## src/rtl/conv_pkg.sv

```systemverilog
// conv_pkg: definitions shared by the convolution datapath (feeder and MAC).
//   feeder_state_t : window feeder FSM state (FILL, EMIT)
//   CONV_WIDTH     : default sample/weight width
//   CONV_ACC_WIDTH : default accumulator/bias width
//   addr_w()       : tap-index width for an n-entry bank (never below 1)
package conv_pkg;

  typedef enum logic [0:0] {
    FILL = 1'b0,
    EMIT = 1'b1
  } feeder_state_t;

  localparam int CONV_WIDTH     = 8;
  localparam int CONV_ACC_WIDTH = 32;

  function automatic int addr_w(input int n);
    return (n > 1) ? $clog2(n) : 1;
  endfunction

endpackage

```

## src/rtl/conv_weight_rf.sv

```systemverilog
// conv_weight_rf: TAPS x WIDTH weight bank.
//   clk, rst_n : clock, async active-low reset (bank clears to zero)
//   we, waddr, wdata : write port; an out-of-range waddr matches no entry, so it is dropped
//   raddr, rdata     : combinational read port; an out-of-range raddr reads 0
module conv_weight_rf
  import conv_pkg::*;
#(
  parameter int WIDTH = CONV_WIDTH,
  parameter int TAPS  = 9,
  parameter int AW    = addr_w(TAPS)
) (
  input  logic             clk,
  input  logic             rst_n,
  input  logic             we,
  input  logic [AW-1:0]    waddr,
  input  logic [WIDTH-1:0] wdata,
  input  logic [AW-1:0]    raddr,
  output logic [WIDTH-1:0] rdata
);

  logic [WIDTH-1:0] mem [TAPS];

  always_ff @(posedge clk or negedge rst_n) begin
    if (!rst_n) begin
      for (int i = 0; i < TAPS; i++) mem[i] <= '0;
    end else if (we) begin
      for (int i = 0; i < TAPS; i++)
        if (waddr == AW'(i)) mem[i] <= wdata;
    end
  end

  assign rdata = (32'(raddr) < TAPS) ? mem[raddr] : '0;

endmodule

```

## src/rtl/conv_window_feeder.sv

```systemverilog
// conv_window_feeder: turns a sample stream into TAPS-beat (sample, weight)
// windows for the MAC. Stride-1 sliding window, s_first restarts the row.
//   s_valid/s_ready/s_first/s_data : sample input (ready only while not emitting)
//   w_valid/w_ready/w_addr/w_data  : weight writes (ready only while not emitting)
//   bias_en/bias_cfg               : quasi-static bias attached to each window's first beat
//   in_valid/in_first/in_last/a_in/b_in/bias_valid/bias_in : registered MAC stream
module conv_window_feeder
  import conv_pkg::*;
#(
  parameter int WIDTH     = CONV_WIDTH,
  parameter int ACC_WIDTH = CONV_ACC_WIDTH,
  parameter int TAPS      = 9
) (
  input  logic                      clk,
  input  logic                      rst_n,
  input  logic                      s_valid,
  output logic                      s_ready,
  input  logic                      s_first,
  input  logic [WIDTH-1:0]          s_data,
  input  logic                      w_valid,
  output logic                      w_ready,
  input  logic [addr_w(TAPS)-1:0]   w_addr,
  input  logic [WIDTH-1:0]          w_data,
  input  logic                      bias_en,
  input  logic [ACC_WIDTH-1:0]      bias_cfg,
  output logic                      in_valid,
  output logic                      in_first,
  output logic                      in_last,
  output logic [WIDTH-1:0]          a_in,
  output logic [WIDTH-1:0]          b_in,
  output logic                      bias_valid,
  output logic [ACC_WIDTH-1:0]      bias_in
);

  localparam int AW = addr_w(TAPS);
  localparam int CW = $clog2(TAPS + 1);

  feeder_state_t                state;
  logic [CW-1:0]                fill, fill_nxt;
  logic [CW-1:0]                idx;   // next beat to load while emitting
  logic [TAPS-1:0][WIDTH-1:0]   win;   // win[0] is the oldest sample
  logic                         s_fire, w_fire, win_done;
  logic [AW-1:0]                rd_addr;
  logic [WIDTH-1:0]             rd_data, a0, b0;

  assign s_fire   = s_valid && s_ready;
  assign w_fire   = w_valid && w_ready;
  assign fill_nxt = s_first ? CW'(1) : (fill == CW'(TAPS)) ? fill : fill + 1'b1;
  assign win_done = s_fire && (fill_nxt == CW'(TAPS));
  assign rd_addr  = (state == EMIT) ? idx[AW-1:0] : '0;

  conv_weight_rf #(.WIDTH(WIDTH), .TAPS(TAPS), .AW(AW)) u_wrf (
    .clk   (clk),
    .rst_n (rst_n),
    .we    (w_fire),
    .waddr (w_addr),
    .wdata (w_data),
    .raddr (rd_addr),
    .rdata (rd_data)
  );

  // Beat 0 is loaded on the same edge that accepts the completing sample, so
  // it comes from the post-shift window and sees a weight written that cycle.
  if (TAPS > 1) begin : g_a0_win
    assign a0 = win[1];
  end else begin : g_a0_new
    assign a0 = s_data;
  end
  assign b0 = (w_fire && w_addr == '0) ? w_data : rd_data;

  always_ff @(posedge clk or negedge rst_n) begin
    if (!rst_n) begin
      state      <= FILL;
      fill       <= '0;
      idx        <= '0;
      win        <= '0;
      s_ready    <= 1'b0;
      w_ready    <= 1'b0;
      in_valid   <= 1'b0;
      in_first   <= 1'b0;
      in_last    <= 1'b0;
      a_in       <= '0;
      b_in       <= '0;
      bias_valid <= 1'b0;
      bias_in    <= '0;
    end else begin
      case (state)
        FILL: begin
          s_ready <= 1'b1;
          w_ready <= 1'b1;
          if (s_fire) begin
            fill <= fill_nxt;
            for (int i = 0; i < TAPS - 1; i++) win[i] <= win[i+1];
            win[TAPS-1] <= s_data;
          end
          if (win_done) begin
            state      <= EMIT;
            s_ready    <= 1'b0;
            w_ready    <= 1'b0;
            idx        <= CW'(1);
            in_valid   <= 1'b1;
            in_first   <= 1'b1;
            in_last    <= (TAPS == 1);
            a_in       <= a0;
            b_in       <= b0;
            bias_valid <= bias_en;
            bias_in    <= bias_cfg;
          end
        end
        EMIT: begin
          if (in_last) begin
            state      <= FILL;
            s_ready    <= 1'b1;
            w_ready    <= 1'b1;
            idx        <= '0;
            in_valid   <= 1'b0;
            in_first   <= 1'b0;
            in_last    <= 1'b0;
            a_in       <= '0;
            b_in       <= '0;
            bias_valid <= 1'b0;
            bias_in    <= '0;
          end else begin
            idx        <= idx + 1'b1;
            in_first   <= 1'b0;
            in_last    <= (idx == CW'(TAPS - 1));
            a_in       <= win[idx];
            b_in       <= rd_data;
            bias_valid <= 1'b0;
            bias_in    <= '0;
          end
        end
        default: state <= FILL;
      endcase
    end
  end

endmodule

```

## config.mk

```make
export PLATFORM = sky130hd
export DESIGN_NAME = conv_window_feeder
export DESIGN_NICKNAME = d
export VERILOG_FILES = /design/src/rtl/conv_pkg.sv /design/src/rtl/conv_weight_rf.sv /design/src/rtl/conv_window_feeder.sv
export SDC_FILE = /design/constraint.sdc
export NUM_CORES = 1
export LEC_CHECK = 0
export CORE_MARGIN = 1.5
export CORE_UTILIZATION = 50
export CTS_CLUSTER_DIAMETER = 120
export DETAILED_ROUTE_END_ITERATION = 7
export PLACE_DENSITY = 0.75
export SLEW_MARGIN = 40
export SYNTH_ARGS = -nofsm -noshare
export SYNTH_HDL_FRONTEND = slang
export SYNTH_SLANG_ARGS = --single-unit
```

## constraint.sdc

```tcl
create_clock -name clk -period 5.35 [get_ports clk]
set_input_delay 1.605 -clock clk [delete_from_list [all_inputs] [get_ports clk]]
set_output_delay 1.605 -clock clk [all_outputs]
set_load 0.005 [all_outputs]
```

# ---- Word-level counts from Yosys, hierarchy flattened
# Index checks and enable logic that the tools add are counted.
dict set report totals {
  register_bits 206
  latch_bits 0
  ramBits 0
  rom_bits 0
  inputBits 58
  n_memories 0
}
dict set report classes {
  add_sub_neg 2
  mul 0
  n_div 0
  order_cmp 3
  eq_ne 13
  shifts 0
  muxes 36
  bitwise_logic 2
  reduce_logical 16
}
# operator count
set op_table {}
lappend op_table {{8-bit two-way mux} 9}
lappend op_table {{8-bit binary-select mux with 4-bit select} 2}
lappend op_table {{32-bit one-hot mux with 2 select lines} 1}
lappend op_table {{32-bit two-way mux} 1}
lappend op_table {{8-bit one-hot mux with 2 select lines} 2}
lappend op_table {{2-bit AND reduction} 11}
lappend op_table {{4-bit two-way mux} 5}
lappend op_table {{4-bit by 3-bit equality test with 1-bit output (second input constant)} 4}
lappend op_table {{4-bit equality test (second input constant)} 4}
lappend op_table {{1-bit one-hot mux with 2 select lines} 6}
lappend op_table {{1-bit two-way mux} 9}
lappend op_table {{4-bit by 1-bit adder with 4-bit output (second input constant)} 2}
lappend op_table {{4-bit by 2-bit equality test with 1-bit output (second input constant)} 2}
lappend op_table {{4-bit one-hot mux with 2 select lines} 1}
lappend op_table {{5-bit >= comparator (second input constant)} 1}
lappend op_table {{4-bit by 5-bit less-than comparator with 1-bit output (second input constant)} 1}
lappend op_table {{4-bit NOT with 5-bit output} 1}
lappend op_table {{4-bit by 1-bit equality test with 1-bit output (second input constant)} 1}
lappend op_table {{1-bit logical AND} 4}
lappend op_table {{4-bit zero test} 1}
lappend op_table {{4-bit less-than comparator (second input constant)} 1}
lappend op_table {{2-bit inequality test (second input constant)} 2}
lappend op_table {{1-bit NOT} 1}

# ---- Longest topological paths before layout
dict set report depth {
  ltp_word 9
  depth_mapped 9
  mapped_depth_nobuf 7
}

# ---- Hierarchy
# From an unflattened synthesis, not the netlist that was laid out.
dict set report unflattened {
  cells_unflattened 697
  area_unflattened_um2 9531.6
}
# module n_inst cells_each area_per_inst_um2 seq_area_each_um2
set by_module_without_submodules {}
lappend by_module_without_submodules {conv_window_feeder 1 465 6103.4 3353.2}
lappend by_module_without_submodules {conv_weight_rf 1 232 3428.3 1801.7}

# ---- Worst setup path before layout
# OpenSTA, ideal clock, no wires.
dict set report synth_path {
  path_type {input -> register}
  start {input port w_valid}
  end {register u_wrf.mem[32] (netlist bit)}
  arrival_time_ns 2.691
  setup_slack_ns 2.531
  cell_stages 6
  cell_sequence {nand2_1 -> nor2_2 -> nand2_2 -> or3_1 -> buf_2 -> mux2_1}
}
dict set report synth_via {
  elab_chain_cells 2
}
# element line
set synth_lines {}
lappend synth_lines {{start: declaration} conv_window_feeder.sv:20} ;# input logic w_valid,
lappend synth_lines {{1-bit logical AND} conv_window_feeder.sv:47} ;# assign w_fire = w_valid && w_ready;
lappend synth_lines {{2-bit AND reduction (no line)} -}
lappend synth_lines {{end signal: indexed assignment} conv_weight_rf.sv:28} ;# if (waddr == AW'(i)) mem[i] <= wdata;
lappend synth_lines {{end: declaration} conv_weight_rf.sv:21} ;# logic [WIDTH-1:0] mem [TAPS];
# Every way passes these cells.
# A chain may end at the register's enable or synchronous reset.

# ---- Final worst setup path
dict set report layout_path {
  start {register w_ready}
  end {output port w_ready}
}
# element line
set layout_rtl {}
lappend layout_rtl {{start: declaration} conv_window_feeder.sv:21} ;# output logic w_ready,
lappend layout_rtl {{start signal: assignment} conv_window_feeder.sv:78} ;# w_ready <= 1'b0;
lappend layout_rtl {{start signal: assignment} conv_window_feeder.sv:90} ;# w_ready <= 1'b1;
lappend layout_rtl {{start signal: assignment} conv_window_feeder.sv:99} ;# w_ready <= 1'b0;
# No word-level cell between the ends.

==> results.cfg <==
[route]
wl_per_cell_um = 18.4
antenna_left = 0
drc = 0
first_pass_iters = 4
drt-total-wl_um = 20700
viasPerCell = 5.80
drt_iter0_markers = 348
vias = 6515

[setup_path]
end_kind = primary output
path_buf_inv = 1
rr_endpoint = a_in[1]$_DFFE_PN0P_
crit_path_top_delay_cell = clkdlybuf4s50_1
crit_type = flip-flop to primary output
reg2regPathDepth = 5
rrSetupSlack_ns = 2.64
cp_cell_sequence = clkdlybuf4s50_1
cp_slowest_stage_delay_ns = 0.62
crit_family = buffers and inverters
crit_required_ns = 3.74
crit_path_start_kind = flip-flop
arrival_ns = 1.73
crit_fanout = 7
r2r_start = state$_DFF_PN0_

[place]
gp_congestion = 0.845
place_area_sq_um = 10800
dp.final_hpwl_um = 13300
portBuffers = 111

[floorplan]
core_sq_um = 18700
row_count = 50
die_area_sq_um = 19900
initial_core_util = 0.509
io-pin-count = 112
die_width_um = 141
die_y_um = 141

[final_layout]
final_cell_mix = dfrtp_1 (204), mux2_2 (120), clkdlybuf4s50_1 (110)
final_common_cell = dfrtp_1
nets = 937
diodes = 0
drive_gt1_frac = 0.207
area_delta_synth_final_pct = 20.4
post-route-util = 0.612
finish.instance_area_sq_um = 11500

[sta]
finalSetupTns_ns = 0
finalSetupViolCount = 0
rsz0062_at_grt = no
slew_headroom = 0.461
fin_crit_ns = 3.34
timing.fmax_ghz = 0.300
fin_skew_ns = 0.0155
period_share = 0.624
worstMarginPinSlew_ns = 0.805
slew_viol_final = 0
final-hold-violation-count = 0

[global_routing]
first_global_vias = 6605
grt_overflow = 0
grt_use_met2 = 0.354
grt_pass1_wl_um = 34400
track_usage = 0.214
met3_usage = 0.0394
busiest_layer = met2
grt_start_max_net_pins = 89
antenna_found_initial = 0
grt.met1_usage = 0.291

[pwr]
peakVddDrop_uv = 252
p_per_area_nw_per_um2 = 477
p_leak_nw = 4.76

[yosys]
syn-cell-area_sq_um = 9510
synth-warning-count = 0
synth_edf_count = 0
synth.distinct_cells = 59
syn_inst = 782
syn-mean-instance-area_sq_um = 12.2
ys_seq_area_frac = 0.542
synthArstFlopShare = 1.00
synthFlopType = dfrtp_1
synth-seq-cells = 206
synth_fp_nets = 844

[clock_network]
clk-insertion-delay-late_ns = 0.51
clockRootBuffer = clkbuf_16
cts_setup_buffers = 0
ctsHoldBuffers = 0
cts.sinks = 206
cts_tree = built
cts_buffers = 23
cts_max_path_buffers = 3
path_clk_slew_ns = 0.06
cts_max_level = 1
cts_resized = 0

[min_path]
hp-class = flip-flop to flip-flop
holdPathEnd = u_wrf.mem[69]$_DFFE_PN0P_
hold_start = u_wrf.mem[69]$_DFFE_PN0P_
whs_path_depth = 2

[outcome]
status = complete, no violations

[flow_run]
maxCapViolCount = 0
-- registers in the layout (all words and copies together), names as in the netlist, 4 cells and up --
signal and flops:
a0 8, win 64, bias_in 32, fill 4, u_wrf.mem 72, idx 4
b_in 8, a_in 8
-- through the flow --
step	instances	setup WS, ns	hold slack [ns]	power [mW]
finish	1123	2.01	0.474	5.47
global route	1123	1.91	0.502	5.81
CTS	1123	1.99	0.476	5.51
floorplan	782	2.53	0.441	3.50
global placement	1083	1.62	0.466	3.99
detailed placement	1084	1.56	0.462	4.05
-- kinds of logic after synthesis --
kind of cell,share of synthesized area
compound gates,0.113
xor+xnor,0.00276
fa+ha+maj,0.00526
buf+inv,0.0310
flops,0.542
mux,0.220
simple gates,0.0863
-- where the power goes --
part           internal (mW)  switching, mW
Sequential              2.05          0.408
Combinational          0.911          0.650
Clock                  0.850          0.595
-- Yosys cell counts (all sizes together), types with 2 or more instances --
cell type,count,share of area
a21oi,50,0.027
nand2b,7,0.0046
nor4,2,0.0029
o21ai,26,0.014
nor3b,3,0.0059
a22oi,12,0.0095
o22ai,6,0.0039
mux2i,56,0.059
xnor2,2,0.0018
o2bb2ai,4,0.0037
clkbuf,12,0.0047
nor2b,6,0.0039
ha,4,0.0053
or2,2,0.0013
buf,38,0.022
a22o,8,0.0074
nor3,7,0.0042
o22a,8,0.0074
nand2,100,0.040
or3,2,0.0013
a32oi,4,0.0037
o31ai,4,0.0032
mux2,136,0.16
o221ai,8,0.0074
nand4,2,0.0013
dfrtp,206,0.54
nand3b,3,0.0024
nor2,15,0.0064
nand3,8,0.0042
a2bb2oi,8,0.012
a221oi,8,0.0074
inv,10,0.0039
-- final cells by class --
cell class	instances	area [sq um]
multi-input cells	516	4080
fillers	1453	7250
well taps	234	293
clock buffers	37	668
inverters	10	37.5
flip-flops and latches	206	5160
clock inverters	2	17.5
repair buffers	118	1190
-- routing by layer --
layer  vias to the layer above  share of wire
met5                         -              0
met4                         0          0.017
met2                       181           0.47
met3                        25          0.059
li1                       3027              -
met1                      3282           0.46
-- worst max-delay path by stage --
stage / startpoint / end / slack [ns] / depth (start not counted)
6_report: w_ready$_DFFE_PN0P_ / w_ready / 2.01 / 1
5_1_grt: s_first / idx[0]$_DFFE_PN0P_ / 1.91 / 7
4_1_cts: w_ready$_DFFE_PN0P_ / w_ready / 1.99 / 1
3_5_place_dp: s_first / bias_in[22]$_DFFE_PN0P_ / 1.56 / 7
3_3_place_gp: s_first / bias_in[8]$_DFFE_PN0P_ / 1.62 / 7
2_1_floorplan: w_valid / u_wrf.mem[32]$_DFFE_PN0P_ / 2.53 / 6
No activity file was read; power rests on OpenSTA's default activity.
